--- config.mk ---
export PLATFORM = sky130hd
export DESIGN_NAME = onescount_burst_ctrl
export DESIGN_NICKNAME = d
export VERILOG_FILES = /design/src/rtl/onescount_burst_ctrl.sv
export SDC_FILE = /design/constraint.sdc
export NUM_CORES = 1
export LEC_CHECK = 0
export BUFFER_PORTS_ARGS = -buffer_cell sky130_fd_sc_hd__buf_2
export CAP_MARGIN = 25
export CORE_MARGIN = 10
export CORE_UTILIZATION = 45
export DETAILED_ROUTE_END_ITERATION = 7
export PLACE_DENSITY = 0.77
export SYNTH_ARGS = -nofsm -noshare
export SYNTH_HDL_FRONTEND = slang
export SYNTH_SLANG_ARGS = --single-unit
export TNS_END_PERCENT = 50
--- constraint.sdc ---
create_clock -name clk -period 1.6 [get_ports clk]
set_input_delay 0.08 -clock clk [delete_from_list [all_inputs] [get_ports clk]]
set_output_delay 0.08 -clock clk [all_outputs]
set_load 0.05 [all_outputs]
--- src/rtl/onescount_burst_ctrl.sv ---
// Counts the ones in 7-bit words over a burst of WORDS words (or up to an early flush) and
// returns the total and the word count. Define ONESCOUNT_SAT_EN to saturate the accumulator
// instead of letting it wrap.
module onescount_burst_ctrl #(
  parameter int WORDS = 4,
  parameter int ACC_W = 5
) (
  input  logic             clk,
  input  logic             rst,
  input  logic             in_valid,
  input  logic [6:0]       in_data,
  output logic             in_ready,
  input  logic             flush,
  output logic             sum_valid,
  input  logic             sum_ready,
  output logic [ACC_W-1:0] sum,
  output logic [3:0]       sum_words,
  output logic [1:0]       state_o
);

  // Handshakes: a transfer happens on a rising edge where valid and ready are both 1.
  // Valid does not depend on ready. A producer holds its data and valid until the transfer.
  typedef enum logic [1:0] {
    IDLE   = 2'd0,
    ACCUM  = 2'd1,
    OUTPUT = 2'd2
  } state_t;

  state_t           state_q, state_d;
  logic [ACC_W-1:0] acc_q, acc_d;
  logic [3:0]       cnt_q, cnt_d;
  logic [2:0]       pc;
  logic [ACC_W:0]   acc_sum;
  logic [ACC_W-1:0] acc_next;
  logic             accept;

  always_comb begin
    pc = 3'd0;
    for (int i = 0; i < 7; i++) pc = pc + 3'(in_data[i]);
  end

  // acc_sum is one bit wider than the accumulator, so its top bit flags an overflow.
  assign acc_sum = {1'b0, acc_q} + (ACC_W + 1)'(pc);
`ifdef ONESCOUNT_SAT_EN
  assign acc_next = acc_sum[ACC_W] ? {ACC_W{1'b1}} : acc_sum[ACC_W-1:0];
`else
  assign acc_next = acc_sum[ACC_W-1:0];
`endif

  assign in_ready  = (state_q != OUTPUT);
  assign accept    = in_valid && in_ready;
  assign sum_valid = (state_q == OUTPUT);
  assign sum       = sum_valid ? acc_q : '0;
  assign sum_words = sum_valid ? cnt_q : 4'd0;
  assign state_o   = state_q;

  always_comb begin
    state_d = state_q;
    acc_d   = acc_q;
    cnt_d   = cnt_q;
    case (state_q)
      IDLE: begin
        // flush is ignored here: there is no burst to close yet.
        if (accept) begin
          acc_d   = ACC_W'(pc);
          cnt_d   = 4'd1;
          state_d = (WORDS == 1) ? OUTPUT : ACCUM;
        end
      end
      ACCUM: begin
        if (accept) begin
          acc_d = acc_next;
          cnt_d = cnt_q + 4'd1;
          if ((cnt_q + 4'd1 == 4'(WORDS)) || flush) state_d = OUTPUT;
        end else if (flush) begin
          state_d = OUTPUT;
        end
      end
      OUTPUT: begin
        if (sum_ready) begin
          state_d = IDLE;
          acc_d   = '0;
          cnt_d   = 4'd0;
        end
      end
      default: begin
        state_d = IDLE;
        acc_d   = '0;
        cnt_d   = 4'd0;
      end
    endcase
  end

  always_ff @(posedge clk or posedge rst) begin
    if (rst) begin
      state_q <= IDLE;
      acc_q   <= '0;
      cnt_q   <= 4'd0;
    end else begin
      state_q <= state_d;
      acc_q   <= acc_d;
      cnt_q   <= cnt_d;
    end
  end

endmodule

# [Word-level counts from Yosys, hierarchy flattened]
# Index checks and enable logic that the tools add are counted.
# W data, S select, Z words.
[word_totals] regBits=11 wordCells=41
[op_classes] reduce_logical=5 n_addsub=8 eq_ne=9 mux=16
[op_table] op="$mux W5" n=4
[op_table] op="$mux W4" n=4
[op_table] op="$pmux W5 S3" n=1
[op_table] op="$add A3 B1 Y3" n=4
[op_table] op="$pmux W4 S3" n=1
[op_table] op="$mux W2" n=5
[op_table] op="$ne A2 B2 Y1 const B" n=3
[op_table] op="$ne A3 B3 Y1 const B" n=2
[op_table] op="$pmux W2 S3" n=1
[op_table] op="$add A5 B3 Y5" n=1
[op_table] op="$add A4 B1 Y4 const B" n=1
[op_table] op="$eq A4 B3 Y1 const B" n=1
[op_table] op="$reduce_and A4 Y1" n=1
[op_table] op="$add A2 B1 Y3" n=1
[op_table] op="$reduce_and A3 Y1" n=1
[op_table] op="$add A1 B1 Y2" n=1
[op_table] op="$eq A2 B1 Y1 const B" n=1
[op_table] op="$eq A2 B2 Y1 const B" n=1
[op_table] op="$logic_not A2 Y1" n=1
[op_table] op="$ne A2 B1 Y1 const B" n=1
[op_table] op="$logic_and A1 B1 Y1" n=1
[op_table] op="$logic_or A1 B1 Y1" n=1

# [Logic depth before layout (Yosys ltp)]
# Gate-level depths: netlist (run 1).
[logic_depth] ltp_word=9 ltp_mapped=11 mapped_depth_nobuf=11

# [Worst setup path before layout (run 1)]
# Ideal clock, no wire load.
[synth_path] path_kind="input to register" start="in in_data[0]" end="reg acc_q[3]" path_stages=11 slack_ns=-1.461 arrival_time_ns=2.992 setup_time_ns=0.069 path_cell_list="fa_1 -> inv_1 -> fa_1 -> fa_1 -> fa_1 -> inv_1 -> ha_1 -> a21o_1 -> a21oi_1 -> or4_1 -> nand3_1"
[synth_between] elab_chain_cells=9
[synth_lines] item="start, declared" line="11" text="input logic [6:0] in_data,"
[synth_lines] item="$add A1 B1 Y2" line="39" text="for (int i = 0; i < 7; i++) pc = pc + 3'(in_data[i]);"
[synth_lines] item="$add A2 B1 Y3" line="39"
[synth_lines] item="$add A3 B1 Y3 (4 in a row)" line="39"
[synth_lines] item="$add A5 B3 Y5" line="43" text="assign acc_sum = {1'b0, acc_q} + (ACC_W + 1)'(pc);"
[synth_lines] item="$mux W5" line="71" text="if (accept) begin"
[synth_lines] item="$pmux W5 S3" line="61" text="case (state_q)"
[synth_lines] item="end signal, assigned" line="97" text="acc_q <= '0;"
[synth_lines] item="end signal, assigned" line="101" text="acc_q <= acc_d;"
[synth_lines] item="end, declared" line="30" text="logic [ACC_W-1:0] acc_q, acc_d;"
# No other way between the ends. The select of a mux whose other input is x is not followed.
# A chain may end at the register's enable or synchronous reset.

# [Worst setup path after layout (run 1)]
# Ends and elaborated chain as after synthesis.

==> metrics.txt, run 1 <==
# TYPE chip_impl_metric gauge
chip_impl_info{name="worst_path_most_repeated_cell",value="sky130_fd_sc_hd__fa_1"} 1
chip_impl_info{name="root_buffer",value="sky130_fd_sc_hd__clkbuf_4"} 1
chip_impl_info{name="crit_path_cell_trace",value="buf_6 -> fa_1 -> inv_1 -> fa_1 -> fa_2 -> fa_1 -> inv_2 -> ha_1 -> a21o_1 -> a21oi_2 -> or4_1 -> nand3_1"} 1
chip_impl_metric{name="routed-via-count",unit=""} 788
chip_impl_metric{name="layout_setup_ws",unit="ns"} -1.26
chip_impl_metric{name="worst_margin_pin_slew",unit="ns"} 0.438
chip_impl_info{name="worst_hold_path_type",value="in2reg"} 1
chip_impl_metric{name="initial_utilization",unit="%"} 47.7
chip_impl_metric{name="clk_transition_reported_paths",unit="ns"} 0.07
chip_impl_metric{name="largest_net_degree_at_the_start_of_global_routing",unit=""} 14
chip_impl_metric{name="ys_seq_elements",unit=""} 11
chip_impl_metric{name="power_frac_comb",unit="%"} 66.1
chip_impl_metric{name="h-tree-depth",unit=""} 1
chip_impl_metric{name="critical_path_peak_fanout",unit=""} 2
chip_impl_metric{name="worst-r2r-setup-slack",unit="ns"} 0.07
chip_impl_info{name="cts_tree",value="built"} 1
chip_impl_metric{name="place_ws",unit="ns"} -1.59
chip_impl_metric{name="postSynthAreaPerCell",unit="sq um"} 8.77
chip_impl_metric{name="final_design_area_no_fill",unit="sq um"} 1110
chip_impl_info{name="grt_setup_unrepaired",value="yes"} 1
chip_impl_metric{name="max_slew_margin",unit="%"} 70.8
chip_impl_metric{name="design.die.area",unit="sq um"} 3970
chip_impl_metric{name="detailed_place_hpwl",unit="mm"} 1.49
chip_impl_metric{name="max_freq",unit="MHz"} 350
chip_impl_metric{name="number_of_max_slew_violations_in_the_final_report",unit=""} 0
chip_impl_metric{name="internal-power",unit="mW"} 0.981
chip_impl_metric{name="totalPowerFinal",unit="mW"} 1.97
chip_impl_info{name="synth_top_flop_cell",value="sky130_fd_sc_hd__dfrtp_1"} 1
chip_impl_metric{name="nNetsFinal",unit=""} 148
chip_impl_metric{name="netlist_area",unit="sq um"} 833
chip_impl_metric{name="place.detailed.instances",unit=""} 144
chip_impl_metric{name="via_per_inst",unit=""} 5.22
chip_impl_metric{name="final_report_hold_violation_count",unit=""} 0
chip_impl_metric{name="cts_buffer_depth",unit=""} 2
chip_impl_info{name="capture_endpoint_of_the_worst_hold_path",value="state_o[1]"} 1
chip_impl_metric{name="number_of_global_route_vias_before_repair",unit=""} 805
chip_impl_metric{name="die_y",unit="um"} 63.0
chip_impl_metric{name="io_buffer_count",unit=""} 24
chip_impl_metric{name="post_route_cells_drive_above_1_share",unit="%"} 40.5
chip_impl_metric{name="worst_ir_drop_vdd",unit="uV"} 983
chip_impl_metric{name="grt_first_pass_wirelength",unit="mm"} 3.59
chip_impl_metric{name="synth_cell_type_count",unit=""} 26
chip_impl_metric{name="fill_count",unit=""} 165
chip_impl_metric{name="pwr_density_cell",unit="nW/um^2"} 1770
chip_impl_metric{name="layout_overhead_on_the_synthesized_area",unit="%"} 33.3
chip_impl_metric{name="timing.final.crit_share",unit="%"} 179
chip_impl_metric{name="drt_pass1_iterations",unit=""} 4
chip_impl_info{name="run_status",value="complete, but fails checks"} 1
chip_impl_metric{name="p_sw",unit="mW"} 0.989
chip_impl_metric{name="post-synth-top-area-fraction",unit="%"} 33.0
chip_impl_info{name="ff_to_ff_start",value="acc_q[0]"} 1
chip_impl_metric{name="switching_share",unit="%"} 50.2
chip_impl_metric{name="postRouteWirelength",unit="mm"} 2.00
chip_impl_metric{name="post-route-drc-count",unit=""} 0
chip_impl_metric{name="detailed_place.area",unit="sq um"} 1020
chip_impl_info{name="max_stage_delay_cell_worst_path",value="sky130_fd_sc_hd__fa_1"} 1
chip_impl_metric{name="finish.cell_count_without_fillers",unit=""} 151
chip_impl_metric{name="power.sequential.fraction",unit="%"} 24.4
chip_impl_metric{name="leakagePower",unit="nW"} 0.574
chip_impl_metric{name="critPathMaxStageDelay",unit="ns"} 0.53
chip_impl_info{name="holdCritStartpoint",value="sum_ready"} 1
chip_impl_metric{name="synth-seq-area-share",unit="%"} 33.0
chip_impl_metric{name="clock_skew",unit="ns"} 0.00260
chip_impl_metric{name="io_pins",unit=""} 25
chip_impl_info{name="setup.worst_path.end_class",value="flop"} 1
chip_impl_metric{name="clock_sink_count",unit=""} 11
chip_impl_info{name="worst_r2r_dst",value="acc_q[2]"} 1
chip_impl_metric{name="drtIter0Drc",unit=""} 31
chip_impl_metric{name="cts_buffer_count",unit=""} 3
chip_impl_info{name="violations",value="negative setup slack"} 1
chip_impl_metric{name="core_area",unit="sq um"} 1750
chip_impl_info{name="critPathLaunchType",value="input pin"} 1
chip_impl_info{name="timing.setup.critical_path_class",value="in2reg"} 1
chip_impl_metric{name="worst_hold_path.num_cells",unit=""} 2
chip_impl_metric{name="antenna_violating_nets_post_route",unit=""} 0
chip_impl_metric{name="critPathRequiredTime",unit="ns"} 1.80
chip_impl_metric{name="final.setup.tns",unit="ns"} -5.22
chip_impl_metric{name="synth-edff-count",unit=""} 0
chip_impl_metric{name="critical_path_arrival",unit="ns"} 3.06
chip_impl_metric{name="mappedNetlistNets",unit=""} 116
chip_impl_metric{name="postSynth.asyncResetShare",unit="%"} 100
chip_impl_metric{name="setup_violations",unit=""} 5
chip_impl_metric{name="gr-total-overflow",unit=""} 0
chip_impl_metric{name="track_usage",unit="%"} 10.7
chip_impl_metric{name="place_congestion",unit=""} 0.804
chip_impl_metric{name="site_rows",unit=""} 15
chip_impl_metric{name="worst_r2r_path_depth",unit=""} 5
chip_impl_metric{name="final.min_clock_period",unit="ns"} 2.86
chip_impl_metric{name="wl_per_cell",unit="um"} 13.2
chip_impl_metric{name="clock_latency",unit="ns"} 0.27
chip_impl_metric{name="dieWidth",unit="um"} 63.0
chip_impl_metric{name="max-cap-violations",unit=""} 0
chip_impl_metric{name="share_clk_of_total_power",unit="%"} 9.5
chip_impl_metric{name="antenna_found_initial",unit=""} 0
chip_impl_info{name="netlist.top_cell.by_area",value="sky130_fd_sc_hd__dfrtp_1"} 1
chip_impl_metric{name="cells_after_synth",unit=""} 95
chip_impl_info{name="post_synth_main_area_contributors",value="sky130_fd_sc_hd__dfrtp_1 33%, sky130_fd_sc_hd__fa_1 12%, sky130_fd_sc_hd__inv_1 6.3%"} 1
chip_impl_metric{name="synth-warning-count",unit=""} 0
chip_impl_metric{name="antenna_cells_inserted",unit=""} 0
## layout by cell type, fill, tap and decap left out, types with 2 or more instances in the layout
cell type | netlist | final
sky130_fd_sc_hd__inv_2 | 0 | 2
sky130_fd_sc_hd__and2_4 | 0 | 3
sky130_fd_sc_hd__buf_4 | 0 | 8
sky130_fd_sc_hd__nor2b_1 | 2 | 2
sky130_fd_sc_hd__fa_2 | 0 | 2
sky130_fd_sc_hd__and2_1 | 7 | 4
sky130_fd_sc_hd__fa_1 | 5 | 3
sky130_fd_sc_hd__buf_2 | 3 | 21
sky130_fd_sc_hd__o22ai_1 | 2 | 2
sky130_fd_sc_hd__inv_1 | 14 | 11
sky130_fd_sc_hd__nor2_1 | 7 | 7
sky130_fd_sc_hd__nand2_1 | 8 | 8
sky130_fd_sc_hd__ha_1 | 4 | 3
sky130_fd_sc_hd__a21oi_1 | 5 | 2
sky130_fd_sc_hd__a21oi_2 | 0 | 3
sky130_fd_sc_hd__clkbuf_4 | 0 | 3
sky130_fd_sc_hd__or4_1 | 2 | 2
sky130_fd_sc_hd__o31ai_1 | 3 | 2
sky130_fd_sc_hd__nand3_1 | 5 | 5
sky130_fd_sc_hd__dfrtp_1 | 11 | 9
sky130_fd_sc_hd__a21o_1 | 2 | 2
sky130_fd_sc_hd__dfrtp_2 | 0 | 2
sky130_fd_sc_hd__a31oi_1 | 3 | 3
sky130_fd_sc_hd__o21ai_0 | 3 | 3
## cells by family after synthesis
logic type	Yosys count	synth area share, %
buf+inv	18	8.56
fa+ha+maj	9	18.0
flops	11	33.0
compound gates	20	15.6
simple gates	34	21.2
xor+xnor	1	1.05
mux	2	2.55
## repair_timing
action / 4_1_cts / 5_1_grt
hold endpoints to repair: 11 / 0
pin swaps: 2 / 6
hold buffers: 1 / 0
setup endpoints to repair: 7 / 13
buffers inserted: 0 / 2
gates resized for setup: 3 / 6
## synthesized netlist by cell type (all sizes together) (4+ instances only)
cell    n
ha      4
inv    14
dfrtp  11
fa      5
nor2    7
nand3   5
and2    7
nand2   8
a21oi   5
buf     4
## metal layers
layer,track usage (%),part of all wire [%]
met5,0,0
met4,1.68,0.30
met3,4.48,7.1
met2,17.8,49
met1,12.5,44
## layout make-up
type / count / area [sq um] / share of cell area (%)
Inverter: 14 / 56.3 / 5.07
Timing Repair Buffer: 31 / 186 / 16.8
Clock buffer: 4 / 26.3 / 2.36
Sequential cell: 11 / 278 / 25.0
Tap cell: 25 / 31.3 / 2.82
Multi-Input combinational cell: 66 / 533 / 48.0
## worst max-delay path by stage
stage	startpoint	end	slack [ns]
2_1_floorplan	in_data[0]	acc_q[3]	-1.41
3_3_place_gp	in_data[0]	acc_q[3]	-1.56
3_5_place_dp	in_data[0]	acc_q[3]	-1.59
4_1_cts	in_data[0]	acc_q[3]	-1.27
5_1_grt	in_data[0]	acc_q[3]	-1.34
6_report	in_data[0]	acc_q[3]	-1.26
## stage by stage
step           utilization, %  hold slack [ns]
5_1_grt                  63.7           0.0775
6_report                 63.7           0.0662
4_1_cts                  61.1           0.0563
3_5_place_dp             58.4           0.0936
3_3_place_gp             58.4           0.0894
2_1_floorplan               -          -0.0677
## power by group through the flow
stage	logic [mW]	clock network [mW]	registers, mW
after detailed placement	1.12	0	0.515
after global routing	1.46	0.209	0.499
after global placement	1.10	0	0.509
after CTS	1.13	0.194	0.510
final	1.30	0.187	0.481
after floorplan	0.815	0	0.561
## flip-flops by register name, indices dropped and copies added, names as in the netlist
signal,cells
cnt_q,4
acc_q,5
state_o,2
## critical path: cells and delay by family
kind / cells / cell delay [ns]
adders and majority gates: 5 / 2.11
buffers and inverters: 3 / 0.19
AOI/OAI and AO/OA: 2 / 0.18
and+or+nand+nor: 2 / 0.49
No activity file was read; power rests on OpenSTA's default activity.
==> run 2: changes to the inputs <==
Settings changed: REMOVE_ABC_BUFFERS set to 1.
==> run 2 against run 1 <==
Compared with the run above: the run still ends with negative setup slack left; sequential share of layout area is 0.55 points lower; count of clock-buffer cells in the layout did not move; via count rose by 0.51%; critical path type unchanged.
==> metrics.txt, run 2 (synthesis results as in run 1) <==
# TYPE chip_impl_metric gauge
chip_impl_info{name="crit_path_cell_trace",value="buf_6 -> fa_1 -> inv_1 -> fa_1 -> fa_2 -> fa_1 -> inv_2 -> ha_4 -> a21o_1 -> a21oi_2 -> or4_1 -> nand3_1"} 1
chip_impl_metric{name="worst_ir_drop_vdd",unit="uV"} 865
chip_impl_metric{name="critical_path_peak_fanout",unit=""} 2
chip_impl_metric{name="io_pins",unit=""} 25
chip_impl_metric{name="post_route_cells_drive_above_1_share",unit="%"} 38.5
chip_impl_metric{name="timing.hold.ws",unit="ns"} 0.0629
chip_impl_metric{name="share_clk_of_total_power",unit="%"} 9.6
chip_impl_metric{name="fill_count",unit=""} 151
chip_impl_metric{name="track_usage",unit="%"} 10.1
chip_impl_info{name="grt_setup_unrepaired",value="yes"} 1
chip_impl_metric{name="dieWidth",unit="um"} 63.0
chip_impl_metric{name="utilization_after_layout",unit="%"} 64.8
chip_impl_metric{name="nNetsFinal",unit=""} 152
chip_impl_metric{name="clock_skew",unit="ns"} 0.00300
chip_impl_metric{name="critPathRequiredTime",unit="ns"} 1.81
chip_impl_info{name="cts_tree",value="built"} 1
chip_impl_metric{name="cts_buffer_depth",unit=""} 2
chip_impl_metric{name="routed-via-count",unit=""} 792
chip_impl_metric{name="h-tree-depth",unit=""} 1
chip_impl_metric{name="clock_latency",unit="ns"} 0.27
chip_impl_metric{name="number_of_global_route_vias_before_repair",unit=""} 779
chip_impl_info{name="max_stage_delay_cell_worst_path",value="sky130_fd_sc_hd__fa_1"} 1
chip_impl_metric{name="final.min_clock_period",unit="ns"} 2.88
chip_impl_metric{name="max_freq",unit="MHz"} 347
chip_impl_metric{name="switching_share",unit="%"} 50.4
chip_impl_metric{name="p_sw",unit="mW"} 1.03
chip_impl_metric{name="initial_utilization",unit="%"} 47.7
chip_impl_info{name="ff_to_ff_start",value="acc_q[0]"} 1
chip_impl_metric{name="totalPowerFinal",unit="mW"} 2.04
chip_impl_metric{name="place_congestion",unit=""} 0.817
chip_impl_metric{name="worst_hold_path.num_cells",unit=""} 2
chip_impl_metric{name="finish.cell_count_without_fillers",unit=""} 155
chip_impl_info{name="timing.setup.critical_path_class",value="in2reg"} 1
chip_impl_metric{name="layout_setup_ws",unit="ns"} -1.28
chip_impl_metric{name="worst-r2r-setup-slack",unit="ns"} 0.08
chip_impl_info{name="setup.worst_path.end_class",value="flop"} 1
chip_impl_metric{name="worst_r2r_path_depth",unit=""} 5
chip_impl_metric{name="antenna_cells_inserted",unit=""} 0
chip_impl_metric{name="worst_margin_pin_slew",unit="ns"} 0.426
chip_impl_metric{name="critical_path_arrival",unit="ns"} 3.09
chip_impl_info{name="critPathLaunchType",value="input pin"} 1
chip_impl_metric{name="site_rows",unit=""} 15
chip_impl_metric{name="critPathMaxStageDelay",unit="ns"} 0.56
chip_impl_metric{name="max-cap-violations",unit=""} 0
chip_impl_metric{name="power_frac_comb",unit="%"} 66.5
chip_impl_metric{name="largest_net_degree_at_the_start_of_global_routing",unit=""} 14
chip_impl_metric{name="io_buffer_count",unit=""} 24
chip_impl_info{name="mostFrequentLayoutCell",value="sky130_fd_sc_hd__buf_2"} 1
chip_impl_metric{name="setup_violations",unit=""} 5
chip_impl_info{name="critPathTopFamily",value="adder cells"} 1
chip_impl_info{name="root_buffer",value="sky130_fd_sc_hd__clkbuf_4"} 1
chip_impl_metric{name="final_report_hold_violation_count",unit=""} 0
chip_impl_metric{name="layout_overhead_on_the_synthesized_area",unit="%"} 35.7
chip_impl_metric{name="post-route-drc-count",unit=""} 0
chip_impl_metric{name="drt_pass1_iterations",unit=""} 4
chip_impl_metric{name="internal-power",unit="mW"} 1.01
chip_impl_metric{name="number_of_max_slew_violations_in_the_final_report",unit=""} 0
chip_impl_metric{name="flip_flop_count_of_the_largest_register_after_layout",unit=""} 5
chip_impl_info{name="worst_r2r_dst",value="acc_q[2]"} 1
chip_impl_metric{name="timing.final.crit_share",unit="%"} 180
chip_impl_info{name="run_status",value="complete, but fails checks"} 1
chip_impl_metric{name="clk_transition_reported_paths",unit="ns"} 0.07
chip_impl_metric{name="place.detailed.instances",unit=""} 145
chip_impl_info{name="capture_endpoint_of_the_worst_hold_path",value="state_o[1]"} 1
chip_impl_metric{name="detailed_place_hpwl",unit="mm"} 1.54
chip_impl_metric{name="cts_buffer_count",unit=""} 3
chip_impl_metric{name="via_per_inst",unit=""} 5.11
chip_impl_info{name="registers.top_by_ff_count",value="acc_q"} 1
chip_impl_metric{name="final_design_area_no_fill",unit="sq um"} 1130
chip_impl_metric{name="grt_first_pass_wirelength",unit="mm"} 3.36
chip_impl_info{name="worst_path_most_repeated_cell",value="sky130_fd_sc_hd__fa_1"} 1
chip_impl_metric{name="power.sequential.fraction",unit="%"} 23.9
chip_impl_metric{name="clock_sink_count",unit=""} 11
chip_impl_metric{name="antenna_found_initial",unit=""} 0
chip_impl_metric{name="antenna_violating_nets_post_route",unit=""} 0
chip_impl_metric{name="max_slew_margin",unit="%"} 71.6
chip_impl_info{name="most-common-layout-cells",value="23 x sky130_fd_sc_hd__buf_2, 11 x sky130_fd_sc_hd__inv_1, 10 x sky130_fd_sc_hd__dfrtp_1"} 1
chip_impl_metric{name="pwr_density_cell",unit="nW/um^2"} 1810
chip_impl_metric{name="place_ws",unit="ns"} -1.67
chip_impl_info{name="worst_hold_path_type",value="in2reg"} 1
chip_impl_info{name="violations",value="negative setup slack"} 1
chip_impl_info{name="holdCritStartpoint",value="sum_ready"} 1
chip_impl_metric{name="postRouteWirelength",unit="mm"} 2.17
chip_impl_metric{name="detailed_place.area",unit="sq um"} 1000
chip_impl_metric{name="final.setup.tns",unit="ns"} -5.40
chip_impl_metric{name="gr-total-overflow",unit=""} 0
chip_impl_metric{name="design.die.area",unit="sq um"} 3970
chip_impl_metric{name="drtIter0Drc",unit=""} 27
chip_impl_metric{name="die_y",unit="um"} 63.0
chip_impl_metric{name="wl_per_cell",unit="um"} 14.0
chip_impl_metric{name="core_area",unit="sq um"} 1750
chip_impl_metric{name="leakagePower",unit="nW"} 0.584
chip_impl_metric{name="cp.buffers_inverters",unit=""} 3
## run 2: cell types whose count changed in the layout (fill, tap and decap cells not counted), sizes merged
cell      before  now
buf           30   33
clkinvlp       1    2
## run 2: final cells by class
| class | count | area (sq um) | area share, % |
|---|---|---|---|
| well taps | 25 | 31.3 | 2.77 |
| inverters | 14 | 56.3 | 4.98 |
| repair inverters | 1 | 7.51 | 0.664 |
| flip-flops and latches | 11 | 277 | 24.4 |
| clock buffers | 4 | 26.3 | 2.32 |
| multi-input cells | 66 | 529 | 46.8 |
| repair buffers | 34 | 204 | 18.0 |
## run 2: worst max path at each step
stage	end	depth (start not counted)	slack (ns)	startpoint
6_report	acc_q[3]	12	-1.28	in_data[0]
3_3_place_gp	acc_q[3]	12	-1.62	in_data[0]
5_1_grt	acc_q[2]	11	-1.35	in_data[0]
3_5_place_dp	acc_q[2]	11	-1.67	in_data[0]
4_1_cts	acc_q[3]	12	-1.28	in_data[0]
2_1_floorplan	acc_q[3]	11	-1.46	in_data[0]
## run 2: power groups by stage
stage | sequential [mW] | combinational [mW] | clock, mW
floorplan | 0.590 | 0.691 | 0
global placement | 0.483 | 1.09 | 0
detailed placement | 0.491 | 1.13 | 0
CTS | 0.498 | 1.21 | 0.198
global route | 0.502 | 1.51 | 0.212
finish | 0.488 | 1.36 | 0.197
## run 2: metal layers
layer	wire length (um)	vias up	track usage [%]
met5	0	-	0
met4	15	0	2.51
met3	150	2	4.30
met2	1100	20	16.8
met1	903	381	11.5
li1	-	389	-
## run 2: timing repair
| action | in CTS | in global routing |
|---|---|---|
| hold buffers | 1 | 0 |
| cloned | 0 | 1 |
| hold endpoints to repair | 11 | 0 |
| endpoints found under the setup margin | 14 | 14 |
| resized for setup | 9 | 4 |
| buffers inserted | 0 | 4 |
| pin swaps | 7 | 5 |
==> run 3: changes to the inputs <==
Settings changed: CORE_UTILIZATION 45 to 50, PLACE_DENSITY 0.77 to 0.78.
Clock period 1.6 ns to 3 ns, I/O delays scaled along.
==> run 3 against run 2 <==
Compared with the run above: the flow now finishes without violations; flip-flop and latch count stayed put; worst setup slack better by 1.4 ns; sequential share of layout area is 2.7 points higher; via count is 7.8% lower; worst hold slack better by 0.064 ns; critical path depth stayed put; wire length is 11% lower; sequential power is 40% lower; clock skew is 0.00072 ns lower; non-clock buffer count is 9 lower; combinational power is 60% lower; critical path type unchanged; highest routed layer unchanged.
==> metrics.txt, run 3 (synthesis results as in run 1) <==
# TYPE chip_impl_metric gauge
chip_impl_info{name="worst_hold_path_type",value="in2reg"} 1
chip_impl_metric{name="fill_count",unit=""} 130
chip_impl_metric{name="area_of_combinational_cells_with_multiple_inputs",unit="sq um"} 504
chip_impl_metric{name="clk_transition_reported_paths",unit="ns"} 0.07
chip_impl_metric{name="max_freq",unit="MHz"} 343
chip_impl_metric{name="critical_path_arrival",unit="ns"} 3.13
chip_impl_metric{name="timing.hold.ws",unit="ns"} 0.127
chip_impl_metric{name="critPathMaxStageDelay",unit="ns"} 0.53
chip_impl_metric{name="clock_sink_count",unit=""} 11
chip_impl_metric{name="clock_latency",unit="ns"} 0.27
chip_impl_metric{name="leakagePower",unit="nW"} 0.545
chip_impl_metric{name="routed-via-count",unit=""} 730
chip_impl_info{name="root_buffer",value="sky130_fd_sc_hd__clkbuf_4"} 1
chip_impl_metric{name="worst_ir_drop_vdd",unit="uV"} 455
chip_impl_info{name="crit_path_cell_trace",value="buf_6 -> fa_1 -> inv_1 -> fa_1 -> fa_2 -> fa_1 -> inv_2 -> ha_4 -> a21o_1 -> a21oi_1 -> or4_1 -> nand3_1"} 1
chip_impl_metric{name="cts_buffer_count",unit=""} 3
chip_impl_metric{name="layout.area.seq",unit="sq um"} 275
chip_impl_metric{name="critical_path_peak_fanout",unit=""} 2
chip_impl_metric{name="flip_flop_count_of_the_largest_register_after_layout",unit=""} 5
chip_impl_info{name="timing.setup.critical_path_class",value="in2reg"} 1
chip_impl_metric{name="number_of_max_slew_violations_in_the_final_report",unit=""} 0
chip_impl_info{name="ff_to_ff_start",value="state_o[0]"} 1
chip_impl_metric{name="setup_violations",unit=""} 0
chip_impl_metric{name="die_y",unit="um"} 60.8
chip_impl_metric{name="antenna_violating_nets_post_route",unit=""} 0
chip_impl_metric{name="drtIter0Drc",unit=""} 25
chip_impl_info{name="worst_path_most_repeated_cell",value="sky130_fd_sc_hd__fa_1"} 1
chip_impl_metric{name="post_route_cells_drive_above_1_share",unit="%"} 28.3
chip_impl_metric{name="cp.buffers_inverters",unit=""} 3
chip_impl_info{name="critPathLaunchType",value="input pin"} 1
chip_impl_metric{name="max_slew_margin",unit="%"} 66.9
chip_impl_metric{name="final.min_clock_period",unit="ns"} 2.92
chip_impl_metric{name="number_of_global_route_vias_before_repair",unit=""} 738
chip_impl_metric{name="share_clk_of_total_power",unit="%"} 11.2
chip_impl_metric{name="drt_pass1_iterations",unit=""} 6
chip_impl_info{name="cts_tree",value="built"} 1
chip_impl_metric{name="post-route-drc-count",unit=""} 0
chip_impl_info{name="mostFrequentLayoutCell",value="sky130_fd_sc_hd__buf_2"} 1
chip_impl_metric{name="internal-power",unit="mW"} 0.446
chip_impl_metric{name="gr-total-overflow",unit=""} 0
chip_impl_metric{name="nNetsFinal",unit=""} 142
chip_impl_metric{name="dieWidth",unit="um"} 60.8
chip_impl_info{name="registers.top_by_ff_count",value="acc_q"} 1
chip_impl_metric{name="max-cap-violations",unit=""} 0
chip_impl_metric{name="io_buffer_count",unit=""} 24
chip_impl_metric{name="place.detailed.instances",unit=""} 131
chip_impl_metric{name="antenna_found_initial",unit=""} 0
chip_impl_metric{name="h-tree-depth",unit=""} 1
chip_impl_metric{name="io_pins",unit=""} 25
chip_impl_info{name="critPathLaunch",value="in_data[0]"} 1
chip_impl_metric{name="core_area",unit="sq um"} 1540
chip_impl_metric{name="power.sequential.fraction",unit="%"} 31.1
chip_impl_metric{name="pwr_density_cell",unit="nW/um^2"} 923
chip_impl_metric{name="wl_per_cell",unit="um"} 14.2
chip_impl_metric{name="power_frac_comb",unit="%"} 57.7
chip_impl_info{name="setup.worst_path.end_class",value="flop"} 1
chip_impl_info{name="run_status",value="completed"} 1
chip_impl_metric{name="p_sw",unit="mW"} 0.490
chip_impl_metric{name="timing.final.crit_share",unit="%"} 97.2
chip_impl_metric{name="clock_skew",unit="ns"} 0.00229
chip_impl_metric{name="postCtsSetupRepairBufs",unit=""} 0
chip_impl_metric{name="track_usage",unit="%"} 10.8
chip_impl_info{name="grt_setup_unrepaired",value="yes"} 1
chip_impl_metric{name="switching_share",unit="%"} 52.3
chip_impl_info{name="holdCritStartpoint",value="sum_ready"} 1
chip_impl_metric{name="via_per_inst",unit=""} 5.37
chip_impl_metric{name="design.die.area",unit="sq um"} 3700
chip_impl_metric{name="largest_net_degree_at_the_start_of_global_routing",unit=""} 15
chip_impl_info{name="critPathTopFamily",value="adder cells"} 1
chip_impl_metric{name="place_congestion",unit=""} 0.806
chip_impl_metric{name="worst_margin_pin_slew",unit="ns"} 0.497
chip_impl_metric{name="antenna_cells_inserted",unit=""} 0
chip_impl_metric{name="final_report_hold_violation_count",unit=""} 0
chip_impl_metric{name="detailed_place_hpwl",unit="mm"} 1.54
chip_impl_metric{name="initial_utilization",unit="%"} 54.1
chip_impl_metric{name="site_rows",unit=""} 14
chip_impl_metric{name="grt_first_pass_wirelength",unit="mm"} 3.13
chip_impl_info{name="max_stage_delay_cell_worst_path",value="sky130_fd_sc_hd__fa_1"} 1
chip_impl_info{name="most-common-layout-cells",value="23 x sky130_fd_sc_hd__buf_2, 13 x sky130_fd_sc_hd__inv_1, 11 x sky130_fd_sc_hd__dfrtp_1"} 1
chip_impl_metric{name="critPathRequiredTime",unit="ns"} 3.21
chip_impl_metric{name="layout_overhead_on_the_synthesized_area",unit="%"} 21.8
chip_impl_metric{name="postRouteWirelength",unit="mm"} 1.94
chip_impl_metric{name="finish.cell_count_without_fillers",unit=""} 136
chip_impl_metric{name="cts_buffer_depth",unit=""} 2
[run 3: changes by cell type in the layout (fill, tap and decap cells not counted), moves of 2 or more]
cell / delta
sky130_fd_sc_hd__a21oi_1: +2
sky130_fd_sc_hd__a21oi_2: -2
sky130_fd_sc_hd__buf_4: -9
sky130_fd_sc_hd__clkinvlp_4: -2
sky130_fd_sc_hd__inv_1: +2
[run 3: stage by stage]
| stage | worst slack, ns | total power [mW] | TNS [ns] | area (sq um) | util [%] |
|---|---|---|---|---|---|
| after detailed placement | -0.391 | 0.822 | -1.31 | 955 | 61.9 |
| after global placement | -0.292 | 0.795 | -0.970 | 955 | 61.9 |
| after CTS | -0.0335 | 0.944 | -0.0460 | 1010 | 65.4 |
| after global routing | -0.0350 | 1.02 | -0.0350 | 1010 | 65.8 |
| final | 0.0832 | 0.936 | 0 | 1010 | 65.8 |
| after floorplan | -0.131 | 0.684 | -0.330 | 815 | - |
[run 3: final cells by class]
type,count,area share (%)
clock buffer,4,2.59
inverter,14,5.18
multi-input combinational,66,49.7
sequential,11,27.1
tap,16,1.97
timing repair buffer,25,13.4
[run 3: timing repair]
item                                    in CTS  in global routing
pin swaps                                    6                  8
gates resized for setup                      4                  1
endpoints found under the setup margin       3                  4
hold buffers                                 1                  0
hold endpoints to repair                    11                  0
[run 3: worst paths after layout]
kind,endpoint,slack (ns),cells after the start
max,acc_q[3],0.08,12
min,cnt_q[1],0.13,2
max reg2reg,acc_q[4],1.21,4
min reg2reg,acc_q[2],0.52,2
max in group asynchronous,cnt_q[0],2.28,3
min in group asynchronous,acc_q[0],0.42,3
[run 3: power by group through the flow]
stage / Sequential (mW) / Clock [mW] / Combinational, mW
floorplan: 0.315 / 0 / 0.369
global placement: 0.290 / 0 / 0.505
detailed placement: 0.293 / 0 / 0.529
CTS: 0.293 / 0.106 / 0.545
global route: 0.305 / 0.113 / 0.603
finish: 0.292 / 0.105 / 0.540
[run 3: layer usage]
layer / GRT usage [%] / vias up / wire [um]
met5: 0 / - / 0
met4: 2.51 / 0 / 9
met3: 4.38 / 2 / 157
met2: 19.1 / 27 / 993
met1: 11.8 / 334 / 775
li1: - / 367 / -
